==> src/rtl/mem_arb_pkg.sv <==
// Shared definitions for the main-memory port arbiter and its helpers.
//   arb_state_t  : arbiter FSM states
//   MODE_FIXED / MODE_RR : selection policy codes for the MODE parameter
//   MAX_REQ      : largest supported requester count
//   onehot2idx   : one-hot (up to MAX_REQ bits) to binary index
package mem_arb_pkg;

  typedef enum logic {
    ARB_IDLE,
    ARB_BUSY
  } arb_state_t;

  localparam int MODE_FIXED = 0;
  localparam int MODE_RR    = 1;
  localparam int MAX_REQ    = 8;

  // Bitwise OR of the indices of all set bits; exact for one-hot or zero input.
  function automatic logic [2:0] onehot2idx(input logic [MAX_REQ-1:0] oh);
    logic [2:0] idx;
    idx = '0;
    for (int i = 0; i < MAX_REQ; i++) begin
      if (oh[i]) idx = idx | 3'(i);
    end
    return idx;
  endfunction

endpackage

==> src/rtl/rr_pick.sv <==
// Combinational requester picker.
//   req    : request vector
//   ptr    : search start index (used only when MODE = MODE_RR)
//   winner : one-hot winner, zero when req is zero
// MODE_FIXED picks the lowest set index; MODE_RR picks the first set index
// at or after ptr, wrapping modulo N_REQ.
module rr_pick
  import mem_arb_pkg::*;
#(
  parameter  int N_REQ = 2,
  parameter  int MODE  = MODE_FIXED,
  localparam int IW    = $clog2(N_REQ)
) (
  input  logic [N_REQ-1:0] req,
  input  logic [IW-1:0]    ptr,
  output logic [N_REQ-1:0] winner
);

  logic [IW-1:0]      start;
  logic [2*N_REQ-1:0] req_dbl;
  logic [N_REQ-1:0]   rot;
  logic [N_REQ-1:0]   rot_win;
  logic [2*N_REQ-1:0] win_dbl;

  assign start = (MODE == MODE_RR) ? ptr : '0;

  // Rotate so the search start lands at bit 0, isolate the lowest set bit,
  // then rotate the one-hot result back into requester numbering.
  assign req_dbl = {req, req} >> start;
  assign rot     = req_dbl[N_REQ-1:0];
  assign rot_win = rot & (~rot + N_REQ'(1));
  assign win_dbl = {rot_win, rot_win} << start;
  assign winner  = win_dbl[2*N_REQ-1:N_REQ];

endmodule

==> src/rtl/mem_port_arbiter.sv <==
// Arbiter for the single main-memory port shared by the I/D caches.
//   clk, rst_n  : clock, asynchronous active-low reset
//   req         : per-requester level request, held until granted
//   req_addr    : request addresses, requester i at [i*AW +: AW]
//   fill_done   : 1-cycle pulse ending the current fill
//   grant       : registered one-hot grant, zero when idle
//   grant_idx   : binary index of granted requester, zero when idle
//   mem_addr    : latched address of the granted request, zero when idle
//   mem_valid   : high while a grant is active
//   timeout_err : 1-cycle pulse when the watchdog aborts a fill
module mem_port_arbiter
  import mem_arb_pkg::*;
#(
  parameter  int N_REQ   = 2,
  parameter  int AW      = 16,
  parameter  int MODE    = MODE_FIXED,
  parameter  int TIMEOUT = 64,
  localparam int IW      = $clog2(N_REQ),
  localparam int WDW     = $clog2(TIMEOUT) + 1
) (
  input  logic                clk,
  input  logic                rst_n,
  input  logic [N_REQ-1:0]    req,
  input  logic [N_REQ*AW-1:0] req_addr,
  input  logic                fill_done,
  output logic [N_REQ-1:0]    grant,
  output logic [IW-1:0]       grant_idx,
  output logic [AW-1:0]       mem_addr,
  output logic                mem_valid,
  output logic                timeout_err
);

  arb_state_t       state;
  logic [IW-1:0]    rr_ptr;
  logic [WDW-1:0]   wd_cnt;
  logic [N_REQ-1:0] winner;
  logic [IW-1:0]    win_idx;
  logic [IW-1:0]    ptr_next;
  logic [AW-1:0]    win_addr;

  rr_pick #(
    .N_REQ (N_REQ),
    .MODE  (MODE)
  ) u_pick (
    .req    (req),
    .ptr    (rr_ptr),
    .winner (winner)
  );

  assign win_idx  = IW'(onehot2idx(MAX_REQ'(winner)));
  assign ptr_next = (win_idx == IW'(N_REQ - 1)) ? '0 : win_idx + IW'(1);

  // NOTE: default assignment first so no path leaves win_addr unassigned (no latch).
  always_comb begin
    win_addr = '0;
    for (int i = 0; i < N_REQ; i++) begin
      if (winner[i]) win_addr = win_addr | req_addr[i*AW +: AW];
    end
  end

  // NOTE: non-blocking assignments so every register samples pre-edge values.
  always_ff @(posedge clk or negedge rst_n) begin
    if (!rst_n) begin
      state       <= ARB_IDLE;
      grant       <= '0;
      grant_idx   <= '0;
      mem_addr    <= '0;
      mem_valid   <= 1'b0;
      timeout_err <= 1'b0;
      rr_ptr      <= '0;
      wd_cnt      <= '0;
    end else begin
      timeout_err <= 1'b0;
      case (state)
        ARB_IDLE: begin
          if (|req) begin
            state     <= ARB_BUSY;
            grant     <= winner;
            grant_idx <= win_idx;
            mem_addr  <= win_addr;
            mem_valid <= 1'b1;
            wd_cnt    <= '0;
            rr_ptr    <= ptr_next;
          end
        end
        ARB_BUSY: begin
          // Completion takes precedence over the watchdog in the same cycle.
          if (fill_done || wd_cnt == WDW'(TIMEOUT - 1)) begin
            state       <= ARB_IDLE;
            grant       <= '0;
            grant_idx   <= '0;
            mem_addr    <= '0;
            mem_valid   <= 1'b0;
            timeout_err <= !fill_done;
          end else if (wd_cnt != '1) begin
            wd_cnt <= wd_cnt + WDW'(1);
          end
        end
        default: state <= ARB_IDLE;
      endcase
    end
  end

  a_grant_onehot : assert property (@(posedge clk) disable iff (!rst_n) $onehot0(grant));
  a_valid_match  : assert property (@(posedge clk) disable iff (!rst_n) mem_valid == |grant);

endmodule

==> config.mk <==
export PLATFORM = sky130hd
export DESIGN_NAME = mem_port_arbiter
export DESIGN_NICKNAME = d
export VERILOG_FILES = /design/src/rtl/mem_arb_pkg.sv /design/src/rtl/rr_pick.sv /design/src/rtl/mem_port_arbiter.sv
export SDC_FILE = /design/constraint.sdc
export NUM_CORES = 1
export LEC_CHECK = 0
export BUFFER_PORTS_ARGS = -buffer_cell sky130_fd_sc_hd__buf_4
export CAP_MARGIN = 20
export CORE_ASPECT_RATIO = 1.5
export CORE_MARGIN = 1.5
export CORE_UTILIZATION = 48
export DETAILED_ROUTE_END_ITERATION = 10
export HOLD_SLACK_MARGIN = 0.03
export PLACE_DENSITY_LB_ADDON = 0.25
export SLEW_MARGIN = 20
export SYNTH_ARGS = -nofsm -noshare
export SYNTH_HDL_FRONTEND = slang
export SYNTH_SLANG_ARGS = --single-unit
==> constraint.sdc <==
create_clock -name clk -period 1.9 [get_ports clk]
set_clock_uncertainty 0.15 [all_clocks]
set_input_delay 0.095 -clock clk [delete_from_list [all_inputs] [get_ports clk]]
set_output_delay 0.095 -clock clk [all_outputs]
set_load 0.05 [all_outputs]
==> run_results.csv <==
group,metric,value,unit
status,status,"finished, final reports clean",
logic_synthesis,ys_seq_area_share,48.32,%
sta,slew_headroom,57.33,%
setup_path,cp.required,1.91,ns
clock_tree,post_cts_buffers,0,
logic_synthesis,synthArstFlopShare,100.0,%
setup_path,cp_cell_sequence,"ha_1, nand3_2, nor3_4, o21a_4, nor2b_1",
clock_tree,root_buffer,"clkbuf_8",
die,rows,24,
logic_synthesis,ys_ff_latch,28,
clock_tree,cts_sinks,28,
placed_design,place_area,1899,µm²
setup_path,critPathMaxStageDelay,0.43,ns
logic_synthesis,synth.avg_cell_area,9.798,µm²
placed_design,gp_congestion,0.7486,
die,die-area,3367,µm²
layout,nets,246,
job,drv_cap,0,
die,io_pins,58,
sta,rsz0062_at_grt,"false",
routing,vias_per_cell,5.276,
clock_tree,cts-buffers-inserted,3,
clock_tree,cts_hold_buf,3,
layout,final_common_cell,"buf_4",
logic_synthesis,syn_inst,148,
routing,ant_nets,0,
clock_tree,h-tree-depth,1,
routing,wl_per_cell,14.46,µm
grt,antenna_found_initial,0,
routing,wirelength,3.556,mm
layout,area_delta_synth_final,37.01,%
routing,drc,0,
logic_synthesis,synth_largest_area_cell,"dfrtp_1",
sta,hold_viol_final,0,
worst_hold_path,hp-class,"primary input to flop",
layout,fillers,263,
logic_synthesis,synthesis.area,1450,µm²
sta,post-route-min-period,1.736,ns
sta,period_share,91.36,%
die,core_area,2883,µm²
placed_design,place_hpwl,2.671,mm
layout,mostFrequentLayoutCells,"buf_4, dfrtp_1, o21ai_0",
power,power.density,1163,nW/µm²
setup_path,cp_num_buf_inv,0,
die,die_h,70.32,µm
sta,max_freq,576.1,MHz
sta,tightest_slew,0.6372,ns
setup_path,critPathMaxFanout,17,
sta,tns,0,ns
layout,multi_input_area,660.6,µm²
logic_synthesis,synth_flop_cell,"dfrtp_1",
die,die_width,47.88,µm
power,p_leak,0.9574,nW
setup_path,crit_family,"simple AND/OR/NAND/NOR gates",
grt,grt_max_degree,29,
sta,finalSetupViolCount,0,
clock_tree,insertion_delay,0.27,ns
layout,seq_area,700.7,µm²
setup_path,arrival,1.74,ns
sta,drv_slew,0,
setup_path,cp-end-kind,"flop",
logic_synthesis,synth_cell_types,31,
routing,firstDrtPassIters,4,
layout,design_area,1987,µm²
logic_synthesis,netlist.area_leader.share,48.32,%
grt,grt.total_usage,23.04,%
clock_tree,cts_resized,0,
placed_design,io_buffers,57,
power,peakVddDrop,0.6545,mV
sta,finalWorstSetupSlack,0.1641,ns
die,start_util,50.30,%
layout,post_route_cells_drive_above_1_share,39.13,%
grt,overflow,0,
setup_path,critical_path_class,"flop to flop",
setup_path,critical-path-slowest-cell,"dfrtp_1",
clock_tree,cts.clk_slew.worst_paths,0.09,ns
logic_synthesis,synth_edf_count,0,
routing,via_count,1298,
placed_design,pre_cts_slack,0.07383,ns
logic_synthesis,syn_nets,186,
grt,grt_pass1_vias,1313,
clock_tree,cts_buffer_depth,2,
clock_tree,cts_tree,"built",
routing,first_iter_violations,27,
sta,holdWs,0.04991,ns
logic_synthesis,ys.warnings.count,0,
layout,num_antenna_cells,0,
logic_synthesis,synthTopCellsByArea,"dfrtp_1, a22oi_1, o21ai_0",
setup_path,cp-start-kind,"flop",
grt,grt_pass1_wl,5.865,mm
-- worst reg2reg max path, cell delays in order (launching register included) --
cell and delay (ns):
dfrtp_1 0.43, ha_1 0.21, nand3_2 0.15, nor3_4 0.27
o21a_4 0.32, nor2b_1 0.10
-- cells in the mapped netlist, types with 2 or more instances --
cell	count
nand2_1	17
inv_1	7
nand3_1	3
and2_1	2
nor3_1	3
o21ai_0	20
o2bb2ai_1	3
dfrtp_1	28
nor2_1	3
buf_2	6
nor2b_2	9
nor2b_1	8
a22oi_1	16
a21oi_1	4
o21bai_1	2
buf_4	2
-- registers in the layout, indices dropped and copies added (netlist names) --
register	flops
mem_valid	1
state	1
grant	2
mem_addr	16
timeout_err	1
wd_cnt	7
-- metrics by stage --
stage / util [%] / instances / total power [mW]
2_1_floorplan: - / 148 / 1.601
3_3_place_gp: 65.89 / 239 / 1.924
3_5_place_dp: 65.89 / 239 / 1.963
4_1_cts: 68.84 / 246 / 2.329
5_1_grt: 68.92 / 246 / 2.445
6_report: 68.92 / 246 / 2.311
-- metal layers --
layer / part of all wire (%) / vias to the layer above / track usage, %
met2: 56 / 42 / 39.85
met4: 1.2 / 0 / 5.105
li1: - / 639 / -
met3: 3.6 / 6 / 2.584
met1: 39 / 611 / 29.24
met5: 0 / - / 0
-- power breakdown --
| group | switching [mW] | leakage (nW) | internal, mW |
|---|---|---|---|
| clock network | 0.178 | 0.0288 | 0.185 |
| registers | 0.131 | 0.367 | 0.748 |
| logic | 0.682 | 0.562 | 0.387 |
-- cell families (layout without fill, tap and decap cells) --
family | Yosys count | after routing | synth area share, %
compound gates | 51 | 51 | 23.21
buf+inv | 17 | 76 | 6.298
mux | 1 | 1 | 0.6903
fa+ha+maj | 1 | 1 | 0.8627
flops | 28 | 28 | 48.32
simple gates | 50 | 50 | 20.62
-- final cells by class --
class                      count  area share (%)
clock buffer                   4           2.771
multi-input combinational    103           33.25
timing repair buffer          65           24.94
sequential                    28           35.26
tap                           39           2.456
inverter                       7           1.322
-- final timing paths --
kind	start	to	slack, ns	cells after the start
worst min-delay path	req[1]	grant[0]	0.05	4
max in group asynchronous	rst_n	mem_addr[9]	1.21	2
worst max register to register	wd_cnt[0]	mem_addr[11]	0.16	5
worst min register to register	wd_cnt[6]	timeout_err	0.37	1
worst max-delay path	wd_cnt[0]	mem_addr[11]	0.16	5
min in group asynchronous	rst_n	grant[1]	0.12	2
Note: power is estimated with default switching activity, not from simulation.
